$ cat src/rtl/json_byte_lexer.sv
// json_byte_lexer: streaming JSON tokenizer. Turns a raw byte stream into
// tagged token beats for the downstream decoder. It checks bracket nesting,
// literals, control characters inside strings and payload length. Number
// grammar and \u decoding are left to the decoder.
//
// Handshake: a byte moves when in_valid && in_ready, and a beat moves when
// out_valid && out_ready. A held beat stays stable until it is taken.
// in_ready normally tracks free output space (!out_valid || out_ready).
// It is forced to 1 in ERR, where bytes are dropped. It is forced to 0 in
// FLUSH. In NUM it is 0 for a byte that ends the number.
module json_byte_lexer #(
  parameter int MAX_TOKEN_LEN = 64,
  parameter int NESTING_DEPTH = 16,
  localparam int DW = $clog2(NESTING_DEPTH + 1)
) (
  input  logic          clk,
  input  logic          rst_n,
  input  logic          in_valid,
  output logic          in_ready,
  input  logic [7:0]    in_data,
  input  logic          in_last,
  output logic          out_valid,
  input  logic          out_ready,
  output logic [3:0]    out_kind,
  output logic [7:0]    out_data,
  output logic          out_sop,
  output logic          out_eop,
  output logic          out_empty,
  output logic          err,
  output logic [2:0]    err_code,
  output logic [DW-1:0] depth
);

  localparam int CW = $clog2(MAX_TOKEN_LEN + 2);

  localparam logic [2:0] S_IDLE  = 3'd0;
  localparam logic [2:0] S_STR   = 3'd1;
  localparam logic [2:0] S_ESC   = 3'd2;
  localparam logic [2:0] S_NUM   = 3'd3;
  localparam logic [2:0] S_LIT   = 3'd4;
  localparam logic [2:0] S_ERR   = 3'd5;
  localparam logic [2:0] S_FLUSH = 3'd6;

  localparam logic [3:0] K_LBRACE = 4'd0;
  localparam logic [3:0] K_RBRACE = 4'd1;
  localparam logic [3:0] K_LBRACK = 4'd2;
  localparam logic [3:0] K_RBRACK = 4'd3;
  localparam logic [3:0] K_COLON  = 4'd4;
  localparam logic [3:0] K_COMMA  = 4'd5;
  localparam logic [3:0] K_STRING = 4'd6;
  localparam logic [3:0] K_NUMBER = 4'd7;
  localparam logic [3:0] K_TRUE   = 4'd8;
  localparam logic [3:0] K_FALSE  = 4'd9;
  localparam logic [3:0] K_NULL   = 4'd10;
  localparam logic [3:0] K_EOD    = 4'd11;
  localparam logic [3:0] K_ERROR  = 4'd15;

  // Registered state
  logic [2:0]               state_q, state_d;
  logic                     pend_valid_q, pend_valid_d;
  logic [7:0]               pend_data_q, pend_data_d;
  logic                     pend_first_q, pend_first_d;
  logic [CW-1:0]            cnt_q, cnt_d;
  logic [1:0]               lit_sel_q, lit_sel_d;
  logic [2:0]               lit_idx_q, lit_idx_d;
  logic [DW-1:0]            depth_q, depth_d;
  logic [NESTING_DEPTH-1:0] stack_q, stack_d;   // bit0 is top of stack; 1 = '['
  logic                     err_q, err_d;
  logic [2:0]               err_code_q, err_code_d;
  logic                     unterm_q, unterm_d;  // document ended inside a token or nesting
  logic                     out_valid_q, out_valid_d;
  logic [3:0]               out_kind_q, out_kind_d;
  logic [7:0]               out_data_q, out_data_d;
  logic                     out_sop_q, out_sop_d;
  logic                     out_eop_q, out_eop_d;
  logic                     out_empty_q, out_empty_d;

  // Per-cycle decisions
  logic       slot, fire;
  logic       emit, e_sop, e_eop, e_empty;
  logic [3:0] e_kind;
  logic [7:0] e_data;
  logic       take, raise, want_brk;
  logic [2:0] raise_code;

  function automatic logic is_num_class(input logic [7:0] b);
    return (b >= 8'h30 && b <= 8'h39) || b == 8'h2D || b == 8'h2B ||
           b == 8'h2E || b == 8'h65 || b == 8'h45;
  endfunction

  function automatic logic [7:0] lit_char(input logic [1:0] sel, input logic [2:0] idx);
    logic [7:0] c;
    c = 8'h00;
    case ({sel, idx})
      5'b00_001: c = 8'h72;  // tRue
      5'b00_010: c = 8'h75;  // trUe
      5'b00_011: c = 8'h65;  // truE
      5'b01_001: c = 8'h61;  // fAlse
      5'b01_010: c = 8'h6C;  // faLse
      5'b01_011: c = 8'h73;  // falSe
      5'b01_100: c = 8'h65;  // falsE
      5'b10_001: c = 8'h75;  // nUll
      5'b10_010: c = 8'h6C;  // nuLl
      5'b10_011: c = 8'h6C;  // nulL
      default:   c = 8'h00;
    endcase
    return c;
  endfunction

  assign slot = !out_valid_q || out_ready;

  // Byte acceptance depends on state: drop freely in ERR, hold off in FLUSH,
  // refuse a number terminator so IDLE can re-evaluate it next cycle.
  always_comb begin
    case (state_q)
      S_ERR:   in_ready = 1'b1;
      S_FLUSH: in_ready = 1'b0;
      S_NUM:   in_ready = slot && is_num_class(in_data);
      default: in_ready = slot;
    endcase
  end

  assign fire = in_valid && in_ready;

  // Next-state, token, stack and output-beat computation
  always_comb begin
    state_d      = state_q;
    pend_valid_d = pend_valid_q;
    pend_data_d  = pend_data_q;
    pend_first_d = pend_first_q;
    cnt_d        = cnt_q;
    lit_sel_d    = lit_sel_q;
    lit_idx_d    = lit_idx_q;
    depth_d      = depth_q;
    stack_d      = stack_q;
    err_d        = err_q;
    err_code_d   = err_code_q;
    unterm_d     = unterm_q;
    out_valid_d  = out_valid_q;
    out_kind_d   = out_kind_q;
    out_data_d   = out_data_q;
    out_sop_d    = out_sop_q;
    out_eop_d    = out_eop_q;
    out_empty_d  = out_empty_q;
    emit         = 1'b0;
    e_kind       = K_EOD;
    e_data       = 8'h00;
    e_sop        = 1'b1;
    e_eop        = 1'b1;
    e_empty      = 1'b0;
    take         = 1'b0;
    raise        = 1'b0;
    raise_code   = 3'd0;
    want_brk     = (in_data == 8'h5D);

    // The error flag lives until the end-of-document beat is taken.
    if (out_valid_q && out_ready && out_kind_q == K_EOD) begin
      err_d      = 1'b0;
      err_code_d = 3'd0;
    end

    case (state_q)
      S_IDLE: if (fire) begin
        case (in_data)
          8'h20, 8'h09, 8'h0A, 8'h0D: ;
          8'h7B, 8'h5B: begin
            if (depth_q == DW'(NESTING_DEPTH)) begin
              raise = 1'b1; raise_code = 3'd3;
            end else begin
              stack_d = {stack_q[NESTING_DEPTH-2:0], (in_data == 8'h5B)};
              depth_d = depth_q + DW'(1);
              emit    = 1'b1;
              e_kind  = (in_data == 8'h5B) ? K_LBRACK : K_LBRACE;
              e_data  = in_data;
            end
          end
          8'h7D, 8'h5D: begin
            if (depth_q == '0 || stack_q[0] != want_brk) begin
              raise = 1'b1; raise_code = 3'd4;
            end else begin
              stack_d = {1'b0, stack_q[NESTING_DEPTH-1:1]};
              depth_d = depth_q - DW'(1);
              emit    = 1'b1;
              e_kind  = want_brk ? K_RBRACK : K_RBRACE;
              e_data  = in_data;
            end
          end
          8'h3A: begin emit = 1'b1; e_kind = K_COLON; e_data = in_data; end
          8'h2C: begin emit = 1'b1; e_kind = K_COMMA; e_data = in_data; end
          8'h22: begin
            state_d      = S_STR;
            pend_valid_d = 1'b0;
            pend_first_d = 1'b1;
            cnt_d        = '0;
          end
          8'h74: begin state_d = S_LIT; lit_sel_d = 2'd0; lit_idx_d = 3'd1; end
          8'h66: begin state_d = S_LIT; lit_sel_d = 2'd1; lit_idx_d = 3'd1; end
          8'h6E: begin state_d = S_LIT; lit_sel_d = 2'd2; lit_idx_d = 3'd1; end
          default: begin
            if (in_data == 8'h2D || (in_data >= 8'h30 && in_data <= 8'h39)) begin
              state_d      = S_NUM;
              pend_valid_d = 1'b1;
              pend_data_d  = in_data;
              pend_first_d = 1'b1;
              cnt_d        = CW'(1);
            end else begin
              raise = 1'b1; raise_code = 3'd1;
            end
          end
        endcase
      end
      S_STR: if (fire) begin
        if (in_data == 8'h22) begin
          emit         = 1'b1;
          e_kind       = K_STRING;
          e_data       = pend_valid_q ? pend_data_q : 8'h00;
          e_sop        = pend_first_q;
          e_empty      = !pend_valid_q;
          pend_valid_d = 1'b0;
          state_d      = S_IDLE;
        end else if (in_data < 8'h20) begin
          raise = 1'b1; raise_code = 3'd7;
        end else begin
          take = 1'b1;
          if (in_data == 8'h5C) state_d = S_ESC;
        end
      end
      S_ESC: if (fire) begin
        if (in_data < 8'h20) begin
          raise = 1'b1; raise_code = 3'd7;
        end else begin
          take    = 1'b1;
          state_d = S_STR;
        end
      end
      S_NUM: if (in_valid && slot) begin
        if (is_num_class(in_data)) begin
          take = 1'b1;
        end else begin
          emit         = 1'b1;
          e_kind       = K_NUMBER;
          e_data       = pend_data_q;
          e_sop        = pend_first_q;
          pend_valid_d = 1'b0;
          state_d      = S_IDLE;
        end
      end
      S_LIT: if (fire) begin
        if (in_data == lit_char(lit_sel_q, lit_idx_q)) begin
          if (lit_idx_q == ((lit_sel_q == 2'd1) ? 3'd4 : 3'd3)) begin
            emit    = 1'b1;
            e_kind  = (lit_sel_q == 2'd0) ? K_TRUE : (lit_sel_q == 2'd1) ? K_FALSE : K_NULL;
            state_d = S_IDLE;
          end else begin
            lit_idx_d = lit_idx_q + 3'd1;
          end
        end else begin
          raise = 1'b1; raise_code = 3'd2;
        end
      end
      S_FLUSH: if (slot) begin
        if (pend_valid_q) begin
          emit         = 1'b1;
          e_kind       = K_NUMBER;
          e_data       = pend_data_q;
          e_sop        = pend_first_q;
          pend_valid_d = 1'b0;
        end else if (unterm_q && !err_q) begin
          emit       = 1'b1;
          e_kind     = K_ERROR;
          e_data     = 8'd6;
          err_d      = 1'b1;
          err_code_d = 3'd6;
        end else begin
          emit     = 1'b1;
          e_kind   = K_EOD;
          depth_d  = '0;
          stack_d  = '0;
          unterm_d = 1'b0;
          state_d  = S_IDLE;
        end
      end
      default: ;  // S_ERR: bytes are dropped
    endcase

    // Payload byte: release the previously pending byte, park the new one.
    if (take) begin
      if (cnt_q >= CW'(MAX_TOKEN_LEN)) begin
        raise = 1'b1; raise_code = 3'd5;
      end else begin
        cnt_d = cnt_q + CW'(1);
        if (pend_valid_q) begin
          emit         = 1'b1;
          e_kind       = (state_q == S_NUM) ? K_NUMBER : K_STRING;
          e_data       = pend_data_q;
          e_sop        = pend_first_q;
          e_eop        = 1'b0;
          pend_first_d = 1'b0;
        end
        pend_valid_d = 1'b1;
        pend_data_d  = in_data;
      end
    end

    if (raise) begin
      emit         = 1'b1;
      e_kind       = K_ERROR;
      e_data       = {5'd0, raise_code};
      e_sop        = 1'b1;
      e_eop        = 1'b1;
      e_empty      = 1'b0;
      err_d        = 1'b1;
      err_code_d   = raise_code;
      pend_valid_d = 1'b0;
      state_d      = S_ERR;
    end

    // Last byte: any open string payload is abandoned, then FLUSH finishes up.
    if (fire && in_last) begin
      if (state_d == S_STR || state_d == S_ESC) pend_valid_d = 1'b0;
      unterm_d = (state_d == S_STR || state_d == S_ESC || state_d == S_LIT) ||
                 (depth_d != '0);
      state_d  = S_FLUSH;
    end

    if (out_valid_q && out_ready) out_valid_d = 1'b0;
    if (emit) begin
      out_valid_d = 1'b1;
      out_kind_d  = e_kind;
      out_data_d  = e_data;
      out_sop_d   = e_sop;
      out_eop_d   = e_eop;
      out_empty_d = e_empty;
    end
  end

  // State registers with synchronous active-low reset
  always_ff @(posedge clk) begin
    if (!rst_n) begin
      state_q      <= S_IDLE;
      pend_valid_q <= 1'b0;
      pend_data_q  <= 8'h00;
      pend_first_q <= 1'b0;
      cnt_q        <= '0;
      lit_sel_q    <= 2'd0;
      lit_idx_q    <= 3'd0;
      depth_q      <= '0;
      stack_q      <= '0;
      err_q        <= 1'b0;
      err_code_q   <= 3'd0;
      unterm_q     <= 1'b0;
      out_valid_q  <= 1'b0;
      out_kind_q   <= 4'd0;
      out_data_q   <= 8'h00;
      out_sop_q    <= 1'b0;
      out_eop_q    <= 1'b0;
      out_empty_q  <= 1'b0;
    end else begin
      state_q      <= state_d;
      pend_valid_q <= pend_valid_d;
      pend_data_q  <= pend_data_d;
      pend_first_q <= pend_first_d;
      cnt_q        <= cnt_d;
      lit_sel_q    <= lit_sel_d;
      lit_idx_q    <= lit_idx_d;
      depth_q      <= depth_d;
      stack_q      <= stack_d;
      err_q        <= err_d;
      err_code_q   <= err_code_d;
      unterm_q     <= unterm_d;
      out_valid_q  <= out_valid_d;
      out_kind_q   <= out_kind_d;
      out_data_q   <= out_data_d;
      out_sop_q    <= out_sop_d;
      out_eop_q    <= out_eop_d;
      out_empty_q  <= out_empty_d;
    end
  end

  assign out_valid = out_valid_q;
  assign out_kind  = out_kind_q;
  assign out_data  = out_data_q;
  assign out_sop   = out_sop_q;
  assign out_eop   = out_eop_q;
  assign out_empty = out_empty_q;
  assign err       = err_q;
  assign err_code  = err_code_q;
  assign depth     = depth_q;

endmodule

$ cat config.mk
export PLATFORM = sky130hd
export DESIGN_NAME = json_byte_lexer
export DESIGN_NICKNAME = d
export VERILOG_FILES = /design/src/rtl/json_byte_lexer.sv
export SDC_FILE = /design/constraint.sdc
export NUM_CORES = 1
export LEC_CHECK = 0
export ABC_AREA = 1
export CAP_MARGIN = 10
export CORE_AREA = 2 2 110 112
export DETAILED_ROUTE_END_ITERATION = 8
export DIE_AREA = 0 0 112 114
export SYNTH_ARGS = -nofsm -noshare
export SYNTH_HDL_FRONTEND = slang
export SYNTH_SLANG_ARGS = --single-unit
$ cat constraint.sdc
create_clock -name clk -period 2.21 [get_ports clk]
set_clock_uncertainty 0.15 [all_clocks]
set_input_delay 0.442 -clock clk [delete_from_list [all_inputs] [get_ports clk]]
set_output_delay 0.442 -clock clk [all_outputs]
set_load 0.05 [all_outputs]
==> results.tsv, run 1 <==
stage	metric	value	unit
setup_path	r2r-start	lit_idx_q[0]$_SDFFE_PN0P_	
floorplan	fp.coreArea	11700	µm²
pwr	ir_drop	1.02	mV
timing	final_max_slew_viol_count	0	
logic_synthesis	yosysUniqueCellTypes	47	
clock_network	clk_pin_slew	0.06	ns
clock_network	clk_path_buf_depth	2	
pwr	power.total	8.16	mW
routing	wl	17.2	mm
timing	finalWorstSetupSlack	-0.234	ns
routing	drtIter0Drc	408	
setup_path	end_kind	flop	
logic_synthesis	synthSimpleGateAreaFrac	36.1	%
logic_synthesis	synth_seq_area_share	28.2	%
floorplan	fp-row-count	40	
setup_path	arrival	2.57	ns
finish	fin_area	7740	µm²
timing	fin_crit	2.44	ns
timing	period_share	111	%
logic_synthesis	yosys_most_used_dff	dfxtp_1	
routing	dr.pass1.iters	5	
clock_network	cts_sinks	67	
clock_network	cts_buffers	9	
finish	drive_gt1_share	42.5	%
floorplan	dieHeight	114	µm
setup_path	crit_path_max_fanout	7	
global_routing	grt_usage	26.7	%
floorplan	initial_core_util	40.7	%
logic_synthesis	muxShareOfSynthArea	0	%
routing	drc	0	
clock_network	cts_tree	built	
placed_design	port_buffers	38	
timing	worst_slew_pin_slew	0.520	ns
setup_path	crit_path_end	out_kind[3]$_SDFFE_PN0P_	
floorplan	die_area	12800	µm²
global_routing	grt_remaining_overflow	0	
timing	hold_viol	0	
clock_network	root_buffer	clkbuf_16	
timing	setup_viol	24	
logic_synthesis	synth_xor_area_share	1.10	%
pwr	powerDensity	1050	nW/µm²
finish	fin_cells	1142	
floorplan	die_width	112	µm
global_routing	antenna_found_initial	0	
global_routing	grt_max_degree	37	
setup_path	cp-startpoint	lit_idx_q[0]$_SDFFE_PN0P_	
timing	fmax	409	MHz
setup_path	start_kind	flop	
routing	vias	5904	
logic_synthesis	synthAdderAreaFrac	2.63	%
placed_design	dp_cells	1081	
finish	diodes	0	
finish	area_delta_synth_final	62.6	%
run	cap_violations	0	
logic_synthesis	synth_edf_count	0	
logic_synthesis	synth_compound_area_share	19.8	%
clock_network	htreeDepth	3	
setup_path	r2r_cells	18	
global_routing	grt_pass1_wl	27.3	mm
finish	nNetsFinal	1014	
hold_path	holdCritPathClass	in -> reg	
routing	viasPerCell	5.17	
finish	fillCellCount	1041	
logic_synthesis	synth_fp_nets	788	
timing	rsz0062_at_grt	true	
timing	slew_headroom	65.2	%
setup_path	rr_endpoint	out_kind[3]$_SDFFE_PN0P_	
finish	utilization	66.1	%
global_routing	first_global_vias	5825	
setup_path	rrSetupSlack	-0.23	ns
clock_network	postCtsHoldBufs	0	
routing	ant_nets	0	
logic_synthesis	ys_warn_count	0	
logic_synthesis	async_flop_share	0	%
floorplan	io_pins	39	
placed_design	hpwl	12.3	mm
routing	wl_per_cell	15.0	µm
status	violations	setup timing	
logic_synthesis	avgSynthCellArea	6.22	µm²
pwr	total_leakage_power	3.66	nW
placed_design	placed_area	6410	µm²
logic_synthesis	synthCells	765	
setup_path	critPathKind	reg -> reg	
logic_synthesis	synth-seq-cells	67	
logic_synthesis	synthesis.area	4760	µm²
setup_path	cp_data_required_time	2.34	ns
placed_design	gp_congestion	1.01	
status	status	finished with violations	
clock_network	insertion_delay	0.35	ns
logic_synthesis	synth_top_family_by_area	simple AND/OR/NAND/NOR gates	
==> kinds of logic after synthesis <==
kind of cell    Yosys count
simple gates            373
xor+xnor                  6
flops                    67
buf+inv                 140
compound gates          169
fa+ha+maj                10
==> worst max-delay path, cell delays in order, from the launching register on <==
cell and delay [ns]:
dfxtp_4 0.38, ha_4 0.14, ha_4 0.11, inv_2 0.05
a21oi_4 0.16, nand2_1 0.08, nand2_1 0.07, nand3_2 0.09
nor2_4 0.14, nand3_2 0.11, nand2_2 0.10, nand2_2 0.06
nand2_4 0.09, nand2_8 0.08, nor2_4 0.18, nand2_8 0.10
inv_8 0.09, nand2_1 0.05, a21oi_1 0.13
==> timing repair <==
action,4_1_cts,5_1_grt
cloned,1,2
pin swaps,41,57
hold endpoints to repair,0,0
endpoints found under the setup margin,70,68
buffers inserted,19,25
resized for setup,142,146
==> placed cells by master (no fill, tap or decap), types with 13 or more instances in the layout <==
cell type        count
buf_6               13
nand2_2             36
inv_1               82
o21ai_1             24
dfxtp_1             56
nand2_1            149
clkdlybuf4s50_1     21
a21oi_2             17
a21oi_1             61
nand3_1             42
nor2_2              17
o21ai_0             29
inv_2               21
nor2_4              27
nor2_1              48
buf_4              189
==> state kept, by name, indices dropped and copies added, names as in the netlist, 4 cells and up <==
name and cells:
cnt_q 7, depth 5, out_data 8, out_kind 4, pend_data_q 8, stack_q 16
==> worst min-delay path by stage <==
stage	startpoint	endpoint	slack (ns)	depth (start not counted)
after global routing	in_data[7]	pend_data_q[7]$_SDFF_PN0_	0.32	3
after floorplan	pend_data_q[7]$_SDFF_PN0_	pend_data_q[7]$_SDFF_PN0_	0.28	2
after detailed placement	pend_first_q$_SDFF_PN0_	pend_first_q$_SDFF_PN0_	0.30	2
after global placement	pend_data_q[7]$_SDFF_PN0_	pend_data_q[7]$_SDFF_PN0_	0.30	2
after CTS	pend_data_q[7]$_SDFF_PN0_	pend_data_q[7]$_SDFF_PN0_	0.31	2
final	in_data[7]	pend_data_q[7]$_SDFF_PN0_	0.30	3
==> power by group <==
group	switching [mW]	total [mW]	leakage [nW]	internal [mW]
clock	0.545	1.29	0.128	0.748
combinational	2.89	5.08	2.98	2.18
sequential	0.234	1.79	0.553	1.56
==> area by class of cell <==
type                    count  area [µm²]  area share, %
clock buffers              10         229           2.96
clock inverters             5        31.3          0.404
inverters                 115         474           6.12
multi-input cells         558        3490           45.1
flip-flops and latches     67        1370           17.7
well taps                 147         184           2.38
repair buffers            237        1940           25.0
repair inverters            3        28.8          0.372
==> through the flow <==
step	hold slack [ns]	setup TNS [ns]	setup slack, ns
after floorplan	0.280	-2.27	-0.161
after global placement	0.301	-52.25	-0.966
after detailed placement	0.304	-52.87	-0.998
after CTS	0.313	-3.24	-0.200
after global routing	0.316	-8.18	-0.372
final	0.305	-4.40	-0.234
==> cell usage after synthesis (9+ instances only) <==
library cell  instances  area (µm²)
inv_2                15        56.3
dfxtp_1              67        1340
inv_1                98         368
nand3_1              51         255
ha_1                 10         125
clkbuf_1             12        45.0
a21oi_1              75         375
o21ai_0              55         275
nor2_1               78         293
nor2_2                9        56.3
nand4_1              12        75.1
nand2_1             187         702
==> per-layer routing <==
layer | vias to the layer above | part of all wire, % | track usage, %
li1 | 2939 | - | -
met1 | 2776 | 43 | 32.2
met2 | 145 | 50 | 46.8
met3 | 44 | 3.7 | 4.57
met4 | 0 | 3.5 | 11.6
met5 | - | 0 | 0
Power figures use the tool's default switching activity.
==> run 2, diff against run 1 <==
--- a/config.mk
+++ b/config.mk
@@ -6,7 +6,7 @@
 export NUM_CORES = 1
 export LEC_CHECK = 0
 export ABC_AREA = 1
-export CAP_MARGIN = 10
+export CAP_MARGIN = 25
 export CORE_AREA = 2 2 110 112
 export DETAILED_ROUTE_END_ITERATION = 8
 export DIE_AREA = 0 0 112 114
==> results of run 2 <==
Final layout, timing and power as in run 1 (identical DEF).
